==> src/rtl/mac_requant_fifo_if.sv <==
// mac_requant_fifo_if
//   Bundles the MAC-result input and the drained output of mac_requant_fifo.
//   master : producer/consumer side (testbench or the surrounding datapath)
//   slave  : mac_requant_fifo itself
// Signals
//   IN_VALID   MAC DONE level; a sample is taken on its rising edge
//   IN_DATA    MAC MOUT, sign-magnitude, IN_BITWIDTH bits
//   OUT_DATA   FIFO head, sign-magnitude, OUT_BITWIDTH bits (0 when empty)
//   OUT_VALID  FIFO non-empty
//   OUT_READY  consumer pops the head when OUT_VALID && OUT_READY
//   FULL       FIFO holds FIFO_DEPTH entries
//   SAT        sticky: an accepted sample saturated
//   OVERFLOW   sticky: a sample was dropped on a full FIFO
interface mac_requant_fifo_if #(
  parameter int IN_BITWIDTH  = 16,
  parameter int OUT_BITWIDTH = 8
);
  logic                    IN_VALID;
  logic [IN_BITWIDTH-1:0]  IN_DATA;
  logic [OUT_BITWIDTH-1:0] OUT_DATA;
  logic                    OUT_VALID;
  logic                    OUT_READY;
  logic                    FULL;
  logic                    SAT;
  logic                    OVERFLOW;

  modport master (
    output IN_VALID, IN_DATA, OUT_READY,
    input  OUT_DATA, OUT_VALID, FULL, SAT, OVERFLOW
  );

  modport slave (
    input  IN_VALID, IN_DATA, OUT_READY,
    output OUT_DATA, OUT_VALID, FULL, SAT, OVERFLOW
  );
endinterface

==> src/rtl/mac_requant_fifo.sv <==
// mac_requant_fifo
//   Downstream stage of the sign-magnitude MAC. Captures each MAC result on
//   the rising edge of DONE, requantizes it (round half away from zero,
//   saturate) from 1.15 sign-magnitude with 12 fraction bits to 1.7
//   sign-magnitude with 6 fraction bits, and queues it in a small FIFO with
//   a valid/ready drain.
// Ports
//   CLK  clock, all state on the rising edge
//   RST  asynchronous active-high reset
//   bus  mac_requant_fifo_if.slave (IN_VALID/IN_DATA in, OUT_* / FULL /
//        SAT / OVERFLOW out, OUT_READY in)
// Optional build macro
//   MAC_REQUANT_RELU_EN : negative samples convert to 0x00 (never saturate)
//
// stage   | meaning
// S_CAP   | edge seen, IN_DATA latched into cap_data (cap_v)
// S_CONV  | requantized word registered into conv_word (conv_v)
// S_PUSH  | conv_word written into the FIFO, or dropped if it is full
module mac_requant_fifo #(
  parameter int IN_BITWIDTH  = 16,
  parameter int OUT_BITWIDTH = 8,
  parameter int SHIFT        = 6,
  parameter int FIFO_DEPTH   = 4
) (
  input logic             CLK,
  input logic             RST,
  mac_requant_fifo_if.slave bus
);
  localparam int PTR_W   = $clog2(FIFO_DEPTH);
  localparam int CNT_W   = PTR_W + 1;
  localparam int MAG_IN  = IN_BITWIDTH - 1;
  localparam int MAG_OUT = OUT_BITWIDTH - 1;
  // rounding can carry one bit past the shifted magnitude
  localparam int R_W     = MAG_IN - SHIFT + 1;

  logic                    in_prev;
  logic                    armed;
  logic                    accept;
  logic                    cap_v;
  logic [IN_BITWIDTH-1:0]  cap_data;
  logic                    conv_v;
  logic                    conv_sat;
  logic [OUT_BITWIDTH-1:0] conv_word;
  logic [OUT_BITWIDTH-1:0] mem [FIFO_DEPTH];
  logic [PTR_W-1:0]        wr_ptr;
  logic [PTR_W-1:0]        rd_ptr;
  logic [CNT_W-1:0]        count;
  logic                    sat_q;
  logic                    ovf_q;
  logic                    pop;
  logic                    push;
  logic                    not_empty;

  logic [MAG_IN-1:0]       mag_in;
  logic                    neg;
  logic [R_W-1:0]          r;
  logic                    over;
  logic [MAG_OUT-1:0]      mag_out;
  logic [OUT_BITWIDTH-1:0] word;

  always_comb begin
    mag_in  = cap_data[MAG_IN-1:0];
    neg     = cap_data[IN_BITWIDTH-1];
    r       = R_W'(mag_in >> SHIFT) + R_W'(mag_in[SHIFT-1]);
    over    = r > R_W'((1 << MAG_OUT) - 1);
    mag_out = over ? '1 : r[MAG_OUT-1:0];
`ifdef MAC_REQUANT_RELU_EN
    if (neg) begin
      mag_out = '0;
      over    = 1'b0;
    end
`endif
    // a zero magnitude always leaves with a positive sign
    word = {neg && (mag_out != '0), mag_out};
  end

  // armed stays low after reset until IN_VALID has been seen low, so a level
  // that is already high when reset releases is not taken as an edge
  assign accept    = bus.IN_VALID && !in_prev && armed;
  assign not_empty = (count != '0);
  assign pop       = not_empty && bus.OUT_READY;
  assign push      = conv_v && ((count < CNT_W'(FIFO_DEPTH)) || pop);

  always_ff @(posedge CLK or posedge RST) begin
    if (RST) begin
      in_prev   <= 1'b0;
      armed     <= 1'b0;
      cap_v     <= 1'b0;
      cap_data  <= '0;
      conv_v    <= 1'b0;
      conv_sat  <= 1'b0;
      conv_word <= '0;
      wr_ptr    <= '0;
      rd_ptr    <= '0;
      count     <= '0;
      sat_q     <= 1'b0;
      ovf_q     <= 1'b0;
      for (int i = 0; i < FIFO_DEPTH; i++) mem[i] <= '0;
    end else begin
      in_prev <= bus.IN_VALID;
      armed   <= armed | ~bus.IN_VALID;

      cap_v <= accept;
      if (accept) cap_data <= bus.IN_DATA;

      conv_v <= cap_v;
      if (cap_v) begin
        conv_word <= word;
        conv_sat  <= over;
      end

      if (conv_v) begin
        if (conv_sat) sat_q <= 1'b1;
        if (!push)    ovf_q <= 1'b1;
      end

      // on a full FIFO with a pop, wr_ptr == rd_ptr: the head is overwritten
      // only after it has been consumed this cycle
      if (push) begin
        mem[wr_ptr] <= conv_word;
        wr_ptr      <= wr_ptr + 1'b1;
      end
      if (pop) rd_ptr <= rd_ptr + 1'b1;

      case ({push, pop})
        2'b10:   count <= count + 1'b1;
        2'b01:   count <= count - 1'b1;
        default: count <= count;
      endcase
    end
  end

  assign bus.OUT_VALID = not_empty;
  assign bus.FULL      = (count == CNT_W'(FIFO_DEPTH));
  assign bus.OUT_DATA  = not_empty ? mem[rd_ptr] : '0;
  assign bus.SAT       = sat_q;
  assign bus.OVERFLOW  = ovf_q;
endmodule
==> src/flat_wrapper.sv <==
// flat-port wrapper written by rule: the top's interface ports become plain ports
module mac_requant_fifo_flat 
#(
  parameter int IN_BITWIDTH  = 16,
  parameter int OUT_BITWIDTH = 8,
  parameter int SHIFT        = 6,
  parameter int FIFO_DEPTH   = 4
)
  (CLK, RST, bus_IN_VALID, bus_IN_DATA, bus_OUT_READY, bus_OUT_DATA, bus_OUT_VALID, bus_FULL, bus_SAT, bus_OVERFLOW);
  mac_requant_fifo_if #(.IN_BITWIDTH(IN_BITWIDTH), .OUT_BITWIDTH(OUT_BITWIDTH)) bus_i ();
  input logic CLK;
  input logic RST;
  input wire logic [$bits(bus_i.IN_VALID)-1:0] bus_IN_VALID;
  input wire logic [$bits(bus_i.IN_DATA)-1:0] bus_IN_DATA;
  input wire logic [$bits(bus_i.OUT_READY)-1:0] bus_OUT_READY;
  output wire logic [$bits(bus_i.OUT_DATA)-1:0] bus_OUT_DATA;
  output wire logic [$bits(bus_i.OUT_VALID)-1:0] bus_OUT_VALID;
  output wire logic [$bits(bus_i.FULL)-1:0] bus_FULL;
  output wire logic [$bits(bus_i.SAT)-1:0] bus_SAT;
  output wire logic [$bits(bus_i.OVERFLOW)-1:0] bus_OVERFLOW;
  assign bus_i.IN_VALID = bus_IN_VALID;
  assign bus_i.IN_DATA = bus_IN_DATA;
  assign bus_i.OUT_READY = bus_OUT_READY;
  assign bus_OUT_DATA = bus_i.OUT_DATA;
  assign bus_OUT_VALID = bus_i.OUT_VALID;
  assign bus_FULL = bus_i.FULL;
  assign bus_SAT = bus_i.SAT;
  assign bus_OVERFLOW = bus_i.OVERFLOW;
  mac_requant_fifo #(.IN_BITWIDTH(IN_BITWIDTH), .OUT_BITWIDTH(OUT_BITWIDTH), .SHIFT(SHIFT), .FIFO_DEPTH(FIFO_DEPTH)) u_core (.CLK(CLK), .RST(RST), .bus(bus_i));
endmodule
==> config.mk <==
export PLATFORM = sky130hd
export DESIGN_NAME = mac_requant_fifo_flat
export DESIGN_NICKNAME = d
export VERILOG_FILES = /design/src/rtl/mac_requant_fifo_if.sv /design/src/rtl/mac_requant_fifo.sv /design/src/flat_wrapper.sv
export SDC_FILE = /design/constraint.sdc
export NUM_CORES = 1
export LEC_CHECK = 0
export ABC_AREA = 1
export CORE_ASPECT_RATIO = 2
export CORE_MARGIN = 2
export CORE_UTILIZATION = 35
export CTS_BUF_LIST = sky130_fd_sc_hd__clkbuf_16
export CTS_CLUSTER_DIAMETER = 30
export CTS_CLUSTER_SIZE = 30
export DETAILED_ROUTE_END_ITERATION = 10
export GPL_ROUTABILITY_DRIVEN = 0
export GPL_TIMING_DRIVEN = 0
export REMOVE_ABC_BUFFERS = 1
export SYNTH_ARGS = -nofsm -noshare
export SYNTH_HDL_FRONTEND = slang
export SYNTH_SLANG_ARGS = --single-unit
export TNS_END_PERCENT = 5
==> constraint.sdc <==
create_clock -name CLK -period 3.1 [get_ports CLK]
set_clock_uncertainty 0.2 [all_clocks]
set_input_delay 0.62 -clock CLK [delete_from_list [all_inputs] [get_ports CLK]]
set_output_delay 0.62 -clock CLK [all_outputs]
set_load 0.02 [all_outputs]
### After elaboration in Yosys (flattened, before gate mapping)

Index checks and enable logic that the tools add are counted.

* add/subtract/negate cells: 5
* $lt $le $gt $ge: 5
* eq/ne operators: 3
* mux-type cells: 9
* bitwise gates (word level): 5
* reduce and logical (&&, ||, !) cells: 13

Operators by type and width (count)
* bitwise mux 32 bit: 1
* 2-to-1 mux 8 bit: 4
* binary-select mux 8 bit (select 2 bit): 1
* demux 8 bit (select 2 bit): 1
* adder 9 x 1 -> 10 bit: 1
* greater-than comparator 10 x 7 -> 1 bit (second input constant): 1
* 2-to-1 mux 7 bit: 1
* nonzero test 7 bit: 1
* >= comparator 3 bit (second input constant): 2
* logical AND 1 bit: 6
* NOT 2 -> 3 bit: 2
* one-hot mux 3 bit (2 select lines): 1
* adder 2 x 1 -> 2 bit (second input constant): 2
* AND reduction 2 bit: 2
* adder 3 x 1 -> 3 bit (second input constant): 1
* == test 3 bit (second input constant): 1
* less-than comparator 3 x 1 -> 1 bit (second input constant): 1
* less-than comparator 3 bit (second input constant): 1
* nonzero test 3 bit: 1
* subtractor 3 x 1 -> 3 bit (second input constant): 1
* == test 2 x 1 -> 1 bit (second input constant): 1
* == test 2 bit (second input constant): 1
* NOT 1 bit: 2
* nonzero test 2 bit: 1
* other kinds (3): 3

* register bits after elaboration: 70
* input bits: 20
* output and inout port bits: 12
* logic and storage cells: 56

### Longest topological paths before layout

Gate-level depths: netlist of the first run.

* word-level depth: 6
* gate-level depth with buffers: 13
* mapped depth without buffers: 13

### Worst setup path before layout of the first run

Ideal clock, no wire load.

* kind: flip-flop to flip-flop
* start point: register u_core.count[2]
* end point: register u_core.count[2]
* library setup time: 0.131 ns
* arrival time: 1.868 ns
* required time: 2.769 ns
* slack: 0.901 ns
* stages on the path, launching flop included: 12
* buffers on the path: 0
* clock period less this slack: 2.199 ns
* cell sequence: dfrtp_1 -> inv_1 -> nand3_2 -> nand2_4 -> nand2_2 -> nand2_4 -> ha_1 -> inv_1 -> fa_1 -> a21oi_1 -> o21ai_0 -> xor2_1

* cells in the longest elaborated chain, start to end: 6
* elaborated cells on any way between the ends: 11
* classes of those cells: add/sub (2); order compare (1); eq/ne (2); mux (1); reduce/logical (5)

RTL lines
* from (decl): RTL line mac_requant_fifo.sv:47 `logic [CNT_W-1:0] count;`
* from (signal assigned): RTL line mac_requant_fifo.sv:126 `2'b10: count <= count + 1'b1;`
* from (signal assigned): RTL line mac_requant_fifo.sv:127 `2'b01: count <= count - 1'b1;`
* from (signal assigned): RTL line mac_requant_fifo.sv:128 `default: count <= count;`
* nonzero test 3 bit *: RTL line mac_requant_fifo.sv:80 `assign not_empty = (count != '0);`
* named net bus_OUT_VALID: RTL line flat_wrapper.sv:17 `output wire logic [$bits(bus_i.OUT_VALID)-1:0] bus_OUT_VALID;`
* logical AND 1 bit *: RTL line mac_requant_fifo.sv:81 `assign pop = not_empty && bus.OUT_READY;`
* logical OR 1 bit: RTL line mac_requant_fifo.sv:82 `assign push = conv_v && ((count < CNT_W'(FIFO_DEPTH)) || pop);`
* logical AND 1 bit: RTL line mac_requant_fifo.sv:82
* == test 2 x 1 -> 1 bit / == test 2 bit (equally long branches): RTL line mac_requant_fifo.sv:125 `case ({push, pop})`
* one-hot mux 3 bit (2 select lines) / nonzero test 2 bit (equally long branches)

Mark *: on every way through the listed nets, which the timed path passes. The rest lies on a longest branch.
A chain may end at the register's enable or synchronous reset.

### Worst setup path in the final report of the first run

* start point: register u_core.rd_ptr[0]
* end point: output port bus_OUT_DATA[0]

* cells in the longest elaborated chain, start to end: 5

RTL lines
* from (decl): RTL line mac_requant_fifo.sv:46 `logic [PTR_W-1:0] rd_ptr;`
* from (signal assigned): RTL line mac_requant_fifo.sv:123 `if (pop) rd_ptr <= rd_ptr + 1'b1;`
* NOT 2 -> 3 bit (implied by the code): RTL line mac_requant_fifo.sv:135 `assign bus.OUT_DATA = not_empty ? mem[rd_ptr] : '0;`
* binary-select mux 8 bit (select 2 bit): RTL line mac_requant_fifo.sv:135
* 2-to-1 mux 8 bit (implied by the code) (2 in series): RTL line mac_requant_fifo.sv:135
* 2-to-1 mux 8 bit: RTL line mac_requant_fifo.sv:135
* to (decl): RTL line flat_wrapper.sv:16 `output wire logic [$bits(bus_i.OUT_DATA)-1:0] bus_OUT_DATA;`

No other way between the ends. The select of a mux whose other input is x is not followed.

==> flow_summary_export.csv, run 1 <==
group,metric,value,unit
outcome,status,"complete, no violations",
synthesis,synthCells,342,
worst_setup_path,cp.arrival,2190,ps
flow_run,maxCapViolCount,0,
pwr,pwr-share-seq,38.8,%
floorplanning,num_rows,48,
floorplanning,die_h,135,um
grt,grt_pass1_vias,2279,
detailed_routing,drtAntennaViolNets,0,
timing,setup_viol,0,
synthesis,synth-edff-count,0,
synthesis,async_flop_share,100,%
timing,fin_tns_setup,0,ps
detailed_routing,wire_per_inst,12.6,um
timing,rsz0062_at_grt,"false",
floorplanning,ioPinCount,32,
synthesis,synth_simple_gate_area_share,20.2,%
clock_network,insertion_delay,330,ps
cells_and_area,syn_to_final_growth,20.3,%
detailed_routing,routed_wl,5990,um
synthesis,netlist_area,3020,um^2
floorplanning,die_width,69.7,um
pwr,p_sw_share,36.7,%
synthesis,synth_xor_area_share,1.74,%
detailed_routing,initialDrtViolationCount,137,
timing,fmax,333,MHz
clock_network,cts_hold_buf,0,
worst_setup_path,worstSetupEndpointType,"output port",
synthesis,synth_ff_type,"dfrtp_1",
synthesis,synth_seq_cells,65,
worst_setup_path,crit_fanout,18,
synthesis,synth-compound-area-share,13.8,%
synthesis,yosysSeqAreaShare,53.9,%
cells_and_area,fin_util,42.6,%
timing,fin_crit_sh,97.0,%
grt,grt_overflow,0,
pwr,p_per_area,971,nW/um^2
pwr,power_leakage,1.78,nW
synthesis,synth_cell_types,25,
synthesis,yosys.area.top_type_share,53.9,%
clock_network,cts_root_buf,"clkbuf_16",
cells_and_area,mostFrequentLayoutCell,"nand2_1",
detailed_routing,num_vias,2250,
floorplanning,start_util,35.4,%
worst_setup_path,critPathRequiredTime,2280,ps
pwr,irDropWorstVdd,0.376,mV
cells_and_area,antenna_cells,0,
synthesis,synth_mux_area_share,0,%
pwr,switchingPower,1.29,mW
pwr,pwr-share-clk,24.4,%
floorplanning,coreArea,8530,um^2
detailed_routing,route.met3.wl,174,um
detailed_routing,drc_errors,0,
placed_design,port_buffers,26,
synthesis,post-synth-top-area-cell,"dfrtp_1",
worst_setup_path,critical_path_class,"flip-flop to output port",
timing,maxSlewHeadroom,44.4,%
floorplanning,die_area,9430,um^2
detailed_routing,viasPerCell,4.72,
synthesis,synth_top_family_by_area,"simple AND/OR/NAND/NOR gates",
detailed_routing,wl_met2,3310,um
cells_and_area,layout-drive-gt1-share,9.81,%
synthesis,ys_warn_count,0,
timing,slew_viol_final,0,
detailed_routing,met1_length,2330,um
grt,antenna_found_initial,0,
synthesis,ys_top_cells_by_area,"dfrtp_1 (54%), nand2_1 (11%), nor2_1 (5.7%)",
clock_network,cts-htree-levels,3,
pwr,pwr-share-comb,36.8,%
pwr,p_int,2.23,mW
grt,grt_usage,14.4,%
clock_network,clk_pin_slew,50,ps
worst_setup_path,worst_setup_path_start_kind,"flip-flop",
grt,grt_max_degree,42,
min_path,hp-class,"flip-flop to flip-flop",
cells_and_area,layout_common_cells,"nand2_1 (86), dfrtp_1 (63), nor2_1 (46)",
detailed_routing,highest-signal-layer,"met4",
clock_network,cts_buffers,9,
synthesis,synth_fa_ha_area_share,3.98,%
grt,grt_pass1_wl,10600,um
synthesis,synth_area_per_cell,8.83,um^2
detailed_routing,drt_pass1_iterations,4,
clock_network,cts_sinks,65,
timing,fin_crit,3010,ps
cells_and_area,nNetsFinal,401,
timing,tightest_slew,831,ps
timing,finalHoldViolCount,0,
placed_design,dp_hpwl,4280,um
clock_network,cts.path.max_buffers,2,
clock_network,cts_tree,"built",
==> final timing paths <==
kind,end,cells after the start,slack [ps],from
worst max-delay path,bus_OUT_DATA[0],5,90,u_core.rd_ptr[0]$_DFFE_PP0P_
worst min-delay path,u_core.armed$_DFF_PP0_,2,250,u_core.armed$_DFF_PP0_
worst max register to register,u_core.count[2]$_DFFE_PP0P_,11,840,u_core.count[2]$_DFFE_PP0P_
worst min register to register,u_core.armed$_DFF_PP0_,2,250,u_core.armed$_DFF_PP0_
max in group asynchronous,u_core.conv_word[1]$_DFFE_PP0P_,3,1630,RST
min in group asynchronous,u_core.bus.OVERFLOW$_DFFE_PP0P_,2,470,RST
==> area by class of cell <==
type / instances / area (um^2)
clock buffer: 9 / 225
clock inverter: 7 / 30.0
fill: 878 / 4900
inverter: 30 / 124
multi-input combinational: 237 / 1200
sequential: 65 / 1630
tap: 100 / 125
timing repair buffer: 29 / 295
==> stage by stage <==
step           total power [mW]  setup slack, ps  cells  area, um^2  hold slack [ps]
3_3_place_gp               2.62             -427    458        3330              237
2_1_floorplan              2.18              654    332        2950              226
6_report                   3.53             92.8    477        3630              250
5_1_grt                    3.80             3.18    477        3630              292
4_1_cts                    3.57             84.3    477        3630              256
3_5_place_dp               2.65             94.5    459        3350              243
==> layer usage <==
layer,up-vias,GRT usage (%)
met4,0,7.91
met5,-,0
met2,45,25.9
met3,13,3.20
met1,1040,15.4
li1,1152,-
==> flip-flops by register name, summed over array words and instances, names as in the netlist <==
name	flops
u_core.armed	1
u_core.bus.OVERFLOW	1
u_core.bus.SAT	1
u_core.cap_data	11
u_core.cap_v	1
u_core.conv_sat	1
u_core.conv_v	1
u_core.conv_word	8
u_core.count	3
u_core.in_prev	1
u_core.mem	32
u_core.rd_ptr	2
u_core.wr_ptr	2
==> repair_timing <==
action,CTS,global route
setup endpoints to repair,8,3
pin swaps,0,0
resized for setup,3,1
gates cloned,0,0
buffers inserted,2,0
==> power groups by stage <==
| stage | clock network (mW) | logic, mW | registers, mW |
|---|---|---|---|
| 3_5_place_dp | 0 | 1.29 | 1.37 |
| 3_3_place_gp | 0 | 1.26 | 1.36 |
| 2_1_floorplan | 0 | 0.876 | 1.30 |
| 6_report | 0.862 | 1.30 | 1.37 |
| 5_1_grt | 0.923 | 1.48 | 1.40 |
| 4_1_cts | 0.885 | 1.32 | 1.36 |
==> logic make-up after synthesis <==
| kind of cell | after synthesis |
|---|---|
| AOI/OAI and AO/OA | 76 |
| and+or+nand+nor | 146 |
| xor gates and xnor gates | 6 |
| DFF | 65 |
| buffers and inverters | 40 |
| adders and majority gates | 9 |
==> worst max-delay path: stages (launching register included) <==
cell and delay [ps]:
dfrtp_4 580, clkinvlp_4 110, buf_4 200, o21ai_0 120
a21oi_1 200, clkdlybuf4s50_1 640
==> synthesized netlist by cell type (all sizes together) (2+ instances only) <==
| cell | n |
|---|---|
| nand3 | 6 |
| nand2 | 93 |
| clkbuf | 2 |
| o21ai | 62 |
| a22oi | 2 |
| xnor2 | 2 |
| a21oi | 10 |
| dfrtp | 65 |
| buf | 8 |
| nor2 | 46 |
| inv | 30 |
| ha | 8 |
| xor2 | 4 |
(Power assumes the default switching activity.)
==> inputs of run 2 (changes only) <==
- CORE_ASPECT_RATIO: 2 -> 1.25
- CTS_BUF_LIST: sky130_fd_sc_hd__clkbuf_16 -> not set
- DONT_BUFFER_PORTS: not set -> 1
==> flow_summary_export.csv, run 2 (same netlist as run 1, synthesis figures left out) <==
group,metric,value,unit
outcome,status,"complete, no violations",
worst_setup_path,critPathLaunch,"u_core.rd_ptr[1]$_DFFE_PP0P_",
cells_and_area,mostFrequentLayoutCell,"nand2_1",
detailed_routing,routed_wl,5720,um
worst_setup_path,rr_worst_depth,11,
floorplanning,die_h,108,um
grt,antenna_found_initial,0,
worst_setup_path,reg2reg_slack,750,ps
cells_and_area,antenna_cells,0,
timing,fin_crit,2730,ps
worst_setup_path,worst_setup_path_start_kind,"flip-flop",
grt,grt_pass1_vias,2113,
worst_setup_path,critPathSlowestCell,"dfrtp_1",
floorplanning,coreArea,8290,um^2
placed_design,dp_hpwl,3790,um
cells_and_area,fin_util,39.8,%
pwr,irDropWorstVdd,0.310,mV
detailed_routing,num_vias,2086,
clock_network,clk_pin_slew,70,ps
detailed_routing,drc_errors,0,
floorplanning,die_width,87.1,um
timing,worst_slack,373,ps
cells_and_area,layout_common_cells,"nand2_1 (86), dfrtp_1 (64), nor2_1 (46)",
grt,grt_overflow,0,
floorplanning,num_rows,37,
grt,grt_pass1_wl,9890,um
cells_and_area,regArea,1630,um^2
worst_setup_path,critical_path_class,"flip-flop to output port",
clock_network,cts-htree-levels,3,
clock_network,cts_setup_buffers,0,
worst_setup_path,r2r-end,"u_core.count[2]$_DFFE_PP0P_",
worst_setup_path,cp_top_family,"flip-flops",
floorplanning,die_area,9390,um^2
worst_setup_path,critPathCapture,"bus_OUT_DATA[0]",
clock_network,cts_tree,"built",
timing,fin_crit_sh,88.0,%
detailed_routing,viasPerCell,4.68,
worst_setup_path,path_depth,4,
worst_setup_path,crit_fanout,10,
detailed_routing,wire_per_inst,12.8,um
timing,setup_viol,0,
placed_design,post-place-cells,430,
cells_and_area,nFillCells,849,
clock_network,insertion_delay,340,ps
worst_setup_path,cpPeakStageDelay,600,ps
cells_and_area,largest_reg_flops,32,
timing,finalHoldViolCount,0,
timing,tightest_slew,807,ps
pwr,p_per_area,953,nW/um^2
timing,slew_viol_final,0,
detailed_routing,drtAntennaViolNets,0,
placed_design,port_buffers,0,
clock_network,cts.path.max_buffers,2,
cells_and_area,multiInputGateArea,1200,um^2
worst_setup_path,worstSetupEndpointType,"output port",
grt,grt_usage,13.8,%
cells_and_area,final_cells,446,
timing,maxSlewHeadroom,46.0,%
detailed_routing,drt_pass1_iterations,4,
worst_setup_path,cp.arrival,1910,ps
cells_and_area,layout-drive-gt1-share,10.3,%
timing,fmax,367,MHz
clock_network,cts_sinks,65,
timing,fin_tns_setup,0,ps
clock_network,cts_root_buf,"clkbuf_8",
cells_and_area,syn_to_final_growth,9.32,%
worst_setup_path,crit_buf_inv,1,
cells_and_area,nNetsFinal,373,
floorplanning,start_util,36.4,%
pwr,power_leakage,1.64,nW
clock_network,cts_buffers,9,
detailed_routing,initialDrtViolationCount,130,
min_path,hp-class,"input port to asynchronous set/reset pin",
flow_run,maxCapViolCount,0,
timing,rsz0062_at_grt,"false",
worst_setup_path,r2r-start,"u_core.count[2]$_DFFE_PP0P_",
floorplanning,ioPinCount,32,
cells_and_area,regMostFlops,"u_core.mem",
pwr,power.total,3.14,mW
grt,grt_max_degree,39,
placed_design,place_worst_setup_slack,505,ps
worst_setup_path,cp_cell_sequence,"inv_1, nor2_1, o21ai_0, a21oi_1",
cells_and_area,top_regs,"u_core.mem: 32 flops, u_core.cap_data: 11 flops, u_core.conv_word: 8 flops",
worst_setup_path,critPathRequiredTime,2280,ps
run 2: timing repair:
| item | CTS | global route |
|---|---|---|
| hold buffers | 0 | 0 |
| setup endpoints to repair | 0 | 1 |
| resized for setup | 0 | 2 |
| hold endpoints to repair | 0 | 0 |
run 2: layout make-up:
class                      count  share of cell area (%)
tap                           97                    3.68
timing repair buffer           1                   0.607
clock buffer                  14                    5.23
sequential                    65                    49.3
inverter                      30                    3.75
clock inverter                 2                    1.06
multi-input combinational    237                    36.4
run 2: worst min path at each step:
stage	from	endpoint	slack [ps]	cells past startpoint
after detailed placement	u_core.armed$_DFF_PP0_	u_core.armed$_DFF_PP0_	240	2
final	RST	u_core.armed$_DFF_PP0_	30	1
after global placement	u_core.armed$_DFF_PP0_	u_core.armed$_DFF_PP0_	240	2
after floorplan	u_core.armed$_DFF_PP0_	u_core.armed$_DFF_PP0_	230	2
after global routing	RST	u_core.bus.SAT$_DFFE_PP0P_	80	1
after CTS	RST	u_core.bus.SAT$_DFFE_PP0P_	50	1
run 2: where the power goes:
part           internal [mW]  total, mW  leakage, nW  switching, mW
sequential              1.14       1.35        0.789          0.215
combinational          0.346       1.04        0.747          0.695
clock                  0.437      0.751        0.107          0.314
total                   1.92       3.14         1.64           1.22
run 2: metal layers:
layer / global-route usage, % / up-vias / share of wire [%]
met2: 22.4 / 37 / 47
met5: 0 / - / 0
met1: 16.9 / 945 / 46
met3: 3.30 / 12 / 4.2
met4: 6.58 / 0 / 2.4
li1: - / 1092 / -
run 2: worst reg2reg max path, delay by kind of cell (launching register included):
kind	cells	cell delay [ps]
AOI/OAI and AO/OA	2	260
xor gates and xnor gates	1	150
adders and majority gates	2	530
buffers and inverters	2	180
DFF	1	400
and+or+nand+nor	4	510
run 2: through the flow:
| stage | cell area [um^2] | hold slack [ps] |
|---|---|---|
| after floorplan | 2950 | 226 |
| after global placement | 3070 | 238 |
| after detailed placement | 3090 | 243 |
| after CTS | 3300 | 53.8 |
| after global routing | 3300 | 81.2 |
| final | 3300 | 34.2 |
